==> config.mk <==
export PLATFORM = sky130hd
export DESIGN_NAME = rf_multiport
export DESIGN_NICKNAME = d
export VERILOG_FILES = /design/src/rtl/rf_pkg.sv /design/src/rtl/rf_read_port.sv /design/src/rtl/rf_multiport.sv
export SDC_FILE = /design/constraint.sdc
export NUM_CORES = 1
export LEC_CHECK = 0
export CAP_MARGIN = 20
export CORE_MARGIN = 4
export CORE_UTILIZATION = 40
export CTS_BUF_LIST = sky130_fd_sc_hd__clkbuf_8
export CTS_CLUSTER_SIZE = 10
export DETAILED_ROUTE_END_ITERATION = 16
export PLACE_DENSITY = 0.61
export SYNTH_ARGS = -nofsm -noshare
export SYNTH_HDL_FRONTEND = slang
export SYNTH_SLANG_ARGS = --single-unit
==> constraint.sdc <==
create_clock -name clk -period 4.3 [get_ports clk]
set_input_delay 0.43 -clock clk [delete_from_list [all_inputs] [get_ports clk]]
set_output_delay 0.43 -clock clk [all_outputs]
set_load 0.005 [all_outputs]
==> src/rtl/rf_pkg.sv <==
// rf_pkg: shared types and default sizing for the SISC register file.
//   rf_state_t : clear-sequencer state (RF_CLEAR, RF_IDLE)
//   RF_DATA_W, RF_DEPTH, RF_NRD : default width, depth and read-port count
package rf_pkg;

   typedef enum logic {
      RF_CLEAR,
      RF_IDLE
   } rf_state_t;

   localparam int RF_DATA_W = 32;
   localparam int RF_DEPTH  = 16;
   localparam int RF_NRD    = 2;

endpackage

==> src/rtl/rf_read_port.sv <==
// rf_read_port: one registered read port of rf_multiport.
//   clk, rst  : clock, synchronous active-high reset
//   clearing  : file is being cleared; output loads zero
//   rd_addr   : read address
//   entry     : stored array entry at rd_addr (pre-edge value)
//   wr_fire   : write port is committing this cycle (already qualified)
//   wr_addr   : write address
//   wr_data   : write data, forwarded when BYPASS is set and addresses match
//   rd_data   : registered read data
module rf_read_port
   import rf_pkg::*;
#(
   parameter int DATA_W  = RF_DATA_W,
   parameter int ADDR_W  = $clog2(RF_DEPTH),
   parameter int ZERO_R0 = 1,
   parameter int BYPASS  = 1
) (
   input  logic              clk,
   input  logic              rst,
   input  logic              clearing,
   input  logic [ADDR_W-1:0] rd_addr,
   input  logic [DATA_W-1:0] entry,
   input  logic              wr_fire,
   input  logic [ADDR_W-1:0] wr_addr,
   input  logic [DATA_W-1:0] wr_data,
   output logic [DATA_W-1:0] rd_data
);

   always_ff @(posedge clk) begin
      if (rst || clearing)
         rd_data <= '0;
      else if (ZERO_R0 != 0 && rd_addr == '0)
         rd_data <= '0;
      // wr_fire already excludes R0 and dropped writes, so forwarding
      // can never leak a write that the array itself refuses.
      else if (BYPASS != 0 && wr_fire && wr_addr == rd_addr)
         rd_data <= wr_data;
      else
         rd_data <= entry;
   end

endmodule

==> src/rtl/rf_multiport.sv <==
// rf_multiport: parametrised multi-read, single-write register file with a
// hardware clear sequencer that zeroes every entry after reset or on request.
//   clk, rst : clock, synchronous active-high reset
//   rd_addr  : NRD packed read addresses, port i at [i*ADDR_W +: ADDR_W]
//   rd_data  : NRD packed registered read data, port i at [i*DATA_W +: DATA_W]
//   wr_addr, wr_data, wr_en : write port
//   clr_req  : single-cycle request to zero the whole file
//   busy     : clear sequencer running; writes are dropped
module rf_multiport
   import rf_pkg::*;
#(
   parameter int DATA_W  = RF_DATA_W,
   parameter int DEPTH   = RF_DEPTH,
   parameter int ADDR_W  = $clog2(DEPTH),
   parameter int NRD     = RF_NRD,
   parameter int ZERO_R0 = 1,
   parameter int BYPASS  = 1
) (
   input  logic                  clk,
   input  logic                  rst,
   input  logic [NRD*ADDR_W-1:0] rd_addr,
   output logic [NRD*DATA_W-1:0] rd_data,
   input  logic [ADDR_W-1:0]     wr_addr,
   input  logic [DATA_W-1:0]     wr_data,
   input  logic                  wr_en,
   input  logic                  clr_req,
   output logic                  busy
);

   rf_state_t         state;
   logic [ADDR_W-1:0] ptr;
   logic [DATA_W-1:0] mem [DEPTH];
   logic              clearing;
   logic              wr_fire;

   assign clearing = (state == RF_CLEAR);

   // A write commits only in IDLE, not alongside a clear request, and never
   // to R0 when it is hard-wired.
   assign wr_fire = !clearing && wr_en && !clr_req &&
                    !(ZERO_R0 != 0 && wr_addr == '0);

   // Clear sequencer: one entry per cycle, busy mirrors the state register.
   always_ff @(posedge clk) begin
      if (rst) begin
         state <= RF_CLEAR;
         ptr   <= '0;
         busy  <= 1'b1;
      end else begin
         case (state)
            RF_CLEAR: begin
               ptr <= ptr + 1'b1;
               if (ptr == ADDR_W'(DEPTH - 1)) begin
                  state <= RF_IDLE;
                  busy  <= 1'b0;
               end
            end
            RF_IDLE: begin
               if (clr_req) begin
                  state <= RF_CLEAR;
                  ptr   <= '0;
                  busy  <= 1'b1;
               end
            end
            default: begin
               state <= RF_CLEAR;
               ptr   <= '0;
               busy  <= 1'b1;
            end
         endcase
      end
   end

   // Storage has no reset of its own; the sequencer zeroes it after rst.
   always_ff @(posedge clk) begin
      if (!rst) begin
         if (clearing)
            mem[ptr] <= '0;
         else if (wr_fire)
            mem[wr_addr] <= wr_data;
      end
   end

   for (genvar i = 0; i < NRD; i++) begin : g_rd
      logic [ADDR_W-1:0] ra;
      logic [DATA_W-1:0] ent;

      assign ra  = rd_addr[i*ADDR_W +: ADDR_W];
      assign ent = mem[ra];

      rf_read_port #(
         .DATA_W  (DATA_W),
         .ADDR_W  (ADDR_W),
         .ZERO_R0 (ZERO_R0),
         .BYPASS  (BYPASS)
      ) u_rd (
         .clk      (clk),
         .rst      (rst),
         .clearing (clearing),
         .rd_addr  (ra),
         .entry    (ent),
         .wr_fire  (wr_fire),
         .wr_addr  (wr_addr),
         .wr_data  (wr_data),
         .rd_data  (rd_data[i*DATA_W +: DATA_W])
      );
   end

endmodule

Word-level counts from Yosys, hierarchy flattened
Memories as Yosys holds them, arrays and structs flattened. A register that Yosys moved wholly into a read port is not among the register bits.
Index checks and enable logic that the tools add are counted.
{"block": "totals", "n_memories": 1, "mem_bits_rw": 512, "wordCells": 40, "ff_bits": 6, "romBits": 0, "latchBits": 0}
{"block": "op_classes", "reduce_logical": 13, "n_shift": 0, "n_addsub": 1, "n_bitwise": 1, "mux": 18, "order_cmp": 0, "n_mul": 0, "n_div": 0, "eq_ne": 3}
{"name": "mem", "depth": 16, "width": 32, "read_ports": 2, "rd_clocked_by_memory_dff": 2, "write_ports": 1, "line_no": "rf_multiport.sv:32", "text": "logic [DATA_W-1:0] mem [DEPTH];"}
{"operator": "32-bit 2-to-1 mux", "count": 1}
{"operator": "32-bit OR reduction", "count": 1}
{"operator": "4-bit logical NOT", "count": 3}
{"operator": "1-bit 2-to-1 mux", "count": 12}
{"operator": "4-bit 2-to-1 mux", "count": 2}
{"operator": "4-bit one-hot mux with 2 select lines", "count": 1}
{"operator": "4-bit by 1-bit adder with 4-bit output, second input constant", "count": 1}
{"operator": "4-bit equality test, second input constant", "count": 1}
{"operator": "2-bit != test, second input constant", "count": 2}
{"operator": "1-bit one-hot mux with 2 select lines", "count": 2}
{"operator": "2-bit OR reduction", "count": 2}
{"operator": "1-bit logical AND", "count": 3}
{"operator": "1-bit logical NOT", "count": 2}
{"operator": "2-bit AND reduction", "count": 1}
{"operator": "1-bit logical OR", "count": 1}
{"operator": "1-bit inverter", "count": 1}

Longest topological paths before layout
{"block": "logic_depth", "word_depth": 9, "depth_mapped": 9}

By module
From an unflattened synthesis, not the netlist that was laid out.
{"block": "hier_totals", "hier_cells": 1496, "area_unflattened_um2": 26306.5}
{"module": "rf_multiport", "instances": 1, "cells_per_inst": 1188, "area_per_inst_um2": 23724.0, "seq_area_each_um2": 15494.9}
{"module": "rf_read_port", "instances": 2, "cells_per_inst": 154, "area_per_inst_um2": 1291.2, "seq_area_each_um2": 640.6}

Worst setup path before layout
Ideal clock, no wire load.
{"block": "synth_timing", "path_type": "input to register", "startpoint": "input port wr_addr[0]", "endpoint": "memory mem[6][0] (netlist name), enable pin", "path_slack_ps": 773, "stages": 8, "arrival_ps": 3106, "path_buffers": 3, "path_cell_list": "buf_6 or4_1 buf_2 and2_4 buf_6 nor3b_1 a31oi_1 nor2_1"}
{"block": "synth_via", "elab_chain_len": 9, "elab_cells_between_ends": 10, "cone_classes": "6 x mux; 4 x reduce/logical"}
{"element": "start, declared", "line_no": "rf_multiport.sv:23", "text": "input logic [ADDR_W-1:0] wr_addr,"}
{"element": "4-bit logical NOT", "line_no": "rf_multiport.sv:41", "text": "!(ZERO_R0 != 0 && wr_addr == '0);"}
{"element": "1-bit logical NOT", "line_no": "rf_multiport.sv:41"}
{"element": "1-bit logical AND", "line_no": "rf_multiport.sv:40", "text": "assign wr_fire = !clearing && wr_en && !clr_req &&"}
{"element": "1-bit 2-to-1 mux", "line_no": "rf_multiport.sv:79", "text": "else if (wr_fire)"}
{"element": "1-bit 2-to-1 mux", "line_no": "rf_multiport.sv:77", "text": "if (clearing)"}
{"element": "1-bit 2-to-1 mux", "line_no": "rf_multiport.sv:76", "text": "if (!rst) begin"}
{"element": "1-bit 2-to-1 mux (not written as such)", "line_no": "rf_multiport.sv:80", "text": "mem[wr_addr] <= wr_data;"}
{"element": "32-bit OR reduction (no line)"}
{"element": "4-bit 2-to-1 mux (no line) or 1-bit 2-to-1 mux (tied branches)"}
{"element": "end, declared", "line_no": "rf_multiport.sv:32"}
Several ways; a longest one is shown, not always the timed one.

Worst setup path in the final report
{"block": "layout_timing", "startpoint": "register state", "endpoint": "memory mem[14][17] (netlist name), enable pin"}
{"block": "layout_via", "elab_chain_len": 9, "elab_cells_between_ends": 13, "cone_classes": "9 x mux; 4 x reduce/logical"}
{"element": "start, declared", "line_no": "rf_multiport.sv:30", "text": "rf_state_t state;"}
{"element": "start signal, assigned", "line_no": "rf_multiport.sv:46", "text": "state <= RF_CLEAR;"}
{"element": "start signal, assigned", "line_no": "rf_multiport.sv:54", "text": "state <= RF_IDLE;"}
{"element": "start signal, assigned", "line_no": "rf_multiport.sv:60", "text": "state <= RF_CLEAR;"}
{"element": "1-bit logical AND (3 in series)", "line_no": "rf_multiport.sv:40"}
{"element": "1-bit 2-to-1 mux", "line_no": "rf_multiport.sv:79"}
{"element": "1-bit 2-to-1 mux", "line_no": "rf_multiport.sv:77"}
{"element": "1-bit 2-to-1 mux", "line_no": "rf_multiport.sv:76"}
{"element": "1-bit 2-to-1 mux (not written as such)", "line_no": "rf_multiport.sv:80"}
{"element": "32-bit OR reduction (no line)"}
{"element": "4-bit 2-to-1 mux (no line) or 1-bit 2-to-1 mux (tied branches)"}
Several ways; a longest one is shown, not always the timed one.

==> metrics.txt <==
number of fill cells 5531; clk sinks 582; Final setup viols 0; routed len/inst 29.4 um; Ys Warns 0; crit start category flop; Antenna diodes 0; CTS tree built; Sw Pwr 2850 uW; largest net degree at the start of global routing 82; ys async rst share 0%; Compound-Gate Fraction of Synth Area 6.67%; NumNets Final 1681; initial antenna violation count 0; Critical Path End Type flop; Mapped Area 0.0262 mm2; drt first pass iters 5; multiplexer share of the synthesized area 22.5%; Syn-to-layout area delta 16.4%; Max Fclk 343 MHz; fin crit share 67.8%; Layout Cells excl Fill 2567; ANT nets after route 0; unrepaired setup endpoints after global routing no; worst-path maximum fanout 22; simple logic cell fraction of the synthesized area 3.98%; vias in the first global route 16.3k; design area 0.0306 mm2; ratio of cells with drive above 1 in the final layout 29.6%; Cells after DPL 2390; GR Overflow Total 0; initial cell density of the core 40.6%; Total Wirelength 75500 um; reg2reg setup slack 1.38 ns; max cap viols 0; Detailed Route Iter0 Violations 1787; sequential fraction of the synthesis area 63.9%; Port-buffer cells 112; vias 15.9k; Comb power frac 7.8%; top cell type by total area after synthesis edfxtp_1; Clock Latency Late Sink 0.69 ns; measured slew at the worst slew-check pin 1.09 ns; Die X 264 um; DR DRC count 0; crit path kind reg2reg; Peak supply drop 0.237 mV; leakage 0.00880 uW; Power Density 389 mW/mm2; H-tree depth 3; post-synthesis cell type count 42; Sw Share 23.9%; critical-path cell list nor4bb_4 > and2_4 > nor3b_1 > a31oi_1 > nor2_4 > buf_12; CP max stage cell a31oi_1; top cells by area in the synthesized netlist edfxtp_1, mux4_2, dfxtp_1, a22oi_1, a21oi_1; Post-synth EDFFs 512; num ports 113; Synth Instances 1493; minimum clock period 2.92 ns; Sequential Power Share 52.0%; Synthesized Nets 1542; Seq. cell area 0.0168 mm2; Slew Viols, Final 0; setup_tns 0 ns; peak per-stage delay on the critical path 0.74 ns; Seq cells post-synth 582; average cell area after synthesis 17.6 um2; dpl hpwl 44500 um; Synth Area in Adders 0.0477%; DP Area 0.0287 mm2; Num CTS Buffers 95; P_int 9050 uW; clock network power share 40.2%; CP Data Arrival Time 3.32 ns; xor and xnor area share after synthesis 0.434%; ys flop type edfxtp_1; status completed; CTS Buffer Depth 3; CTS resizes 0; largest family of logic cells by synthesized area multiplexers; postcts setup bufs 0; Vias per Instance 6.18; area of the multi-input gates 0.00902 mm2; Tot GR Track Use 21.4%; Rel. slew slack 27.2%; final setup skew 0.0364 ns; top-area cell type share of the netlist area 58.6%; Post-CTS Hold Buffers 0; CP required 4.71 ns; die span in y 264 um; CTS Root Cell clkbuf_8; row count 93; die area 0.0698 mm2; endpoints failing hold 0; GPL Wtd Cong 0.819; clk slew on worst S/H paths 0.06 ns; first-pass GRT wire length 110000 um; core box area 0.0647 mm2; worst hold path class reg2reg
-- worst paths after layout --
| path | from | to | cells after the start |
|---|---|---|---|
| setup / recovery | state | mem[14][17] | 6 |
| hold / removal | busy | busy | 1 |
| setup reg to reg | state | mem[14][17] | 6 |
| hold reg to reg | busy | busy | 1 |
-- layer usage --
layer	vias to the layer above	global-route usage (%)	wire, um
li1	6537	-	-
met1	8327	29.7	30500
met2	865	33.8	35900
met3	142	4.68	6880
met4	0	7.14	2190
met5	-	0	0
-- cell families (layout without fill, tap and decap cells) --
| group | Yosys count | in the layout |
|---|---|---|
| AO/OA/AOI/OAI | 277 | 277 |
| XOR/XNOR | 13 | 13 |
| adder cells (fa/ha/maj) | 1 | 1 |
| buffers and inverters | 143 | 362 |
| flip-flops | 582 | 582 |
| multiplexers | 264 | 264 |
| AND/OR/NAND/NOR | 213 | 213 |
-- cells in the mapped netlist (all sizes together), types with 7 or more instances --
library cell	n
nor2	25
xnor2	13
nand2	67
nor2b	7
edfxtp	512
nand3	69
and3	32
a22oi	128
buf	47
dfxtp	70
o21ai	66
clkbuf	91
a21oi	69
mux4	256
-- placed cells by master (no fill, tap or decap), drive strengths merged --
| cell | instances |
|---|---|
| clkinv | 24 |
| mux2i | 4 |
| nand2 | 67 |
| clkbuf | 109 |
| clkinvlp | 4 |
| dfxtp | 70 |
| clkdlybuf4s50 | 108 |
| nand2b | 3 |
| nor3 | 1 |
| mux2 | 4 |
| a221o | 1 |
| o41ai | 2 |
| nand4b | 1 |
| ha | 1 |
| nand3b | 1 |
| nor3b | 2 |
| a22oi | 128 |
| mux4 | 256 |
| o22a | 1 |
| inv | 43 |
| nor4bb | 1 |
| a21oi | 69 |
| a32oi | 2 |
| edfxtp | 512 |
| xnor2 | 13 |
| or4 | 1 |
| buf | 70 |
| and3 | 32 |
| nand3 | 69 |
| nor2b | 7 |
| bufinv | 4 |
| a311oi | 1 |
| a31oi | 4 |
| o21ai | 66 |
| a2bb2oi | 1 |
| a31o | 2 |
| nor2 | 25 |
| and2 | 3 |
-- power by group through the flow --
| stage | clock network (uW) | registers, uW | logic, uW |
|---|---|---|---|
| 5_1_grt | 5130 | 6190 | 971 |
| 4_1_cts | 4870 | 6180 | 918 |
| 3_3_place_gp | 0 | 6290 | 913 |
| 3_5_place_dp | 0 | 6300 | 915 |
| 6_report | 4790 | 6180 | 923 |
| 2_1_floorplan | 0 | 6290 | 581 |
-- critical path: cells and delay by family, from the launching register on --
family / cells / cell delay (ns)
flip-flops: 1 / 0.58
AND/OR/NAND/NOR: 4 / 1.02
buffers and inverters: 1 / 0.28
AO/OA/AOI/OAI: 1 / 0.74
-- metrics by stage --
stage	setup WS [ns]	power (uW)	hold slack, ns	utilization [%]
after floorplan	0.773	6870	0.480	-
after global placement	0.942	7210	0.493	44.3
after detailed placement	0.861	7220	0.486	44.3
after CTS	1.42	12000	0.500	47.2
after global routing	1.23	12300	0.506	47.2
final	1.38	11900	0.494	47.2
-- area by class of cell --
class / count / share of cell area [%]
repair buffers: 180 / 5.82
flip-flops and latches: 582 / 54.9
clock buffers: 107 / 4.82
clock inverters: 70 / 1.38
inverters: 5 / 0.0614
multi-input cells: 768 / 29.5
well taps: 855 / 3.50
-- flip-flops by register name, summed over array words and instances (netlist names) --
name,flops
mem,512
ptr,4
state,1
busy,1
g_rd.u_rd.rd_data,64
Power figures use the tool's default switching activity.
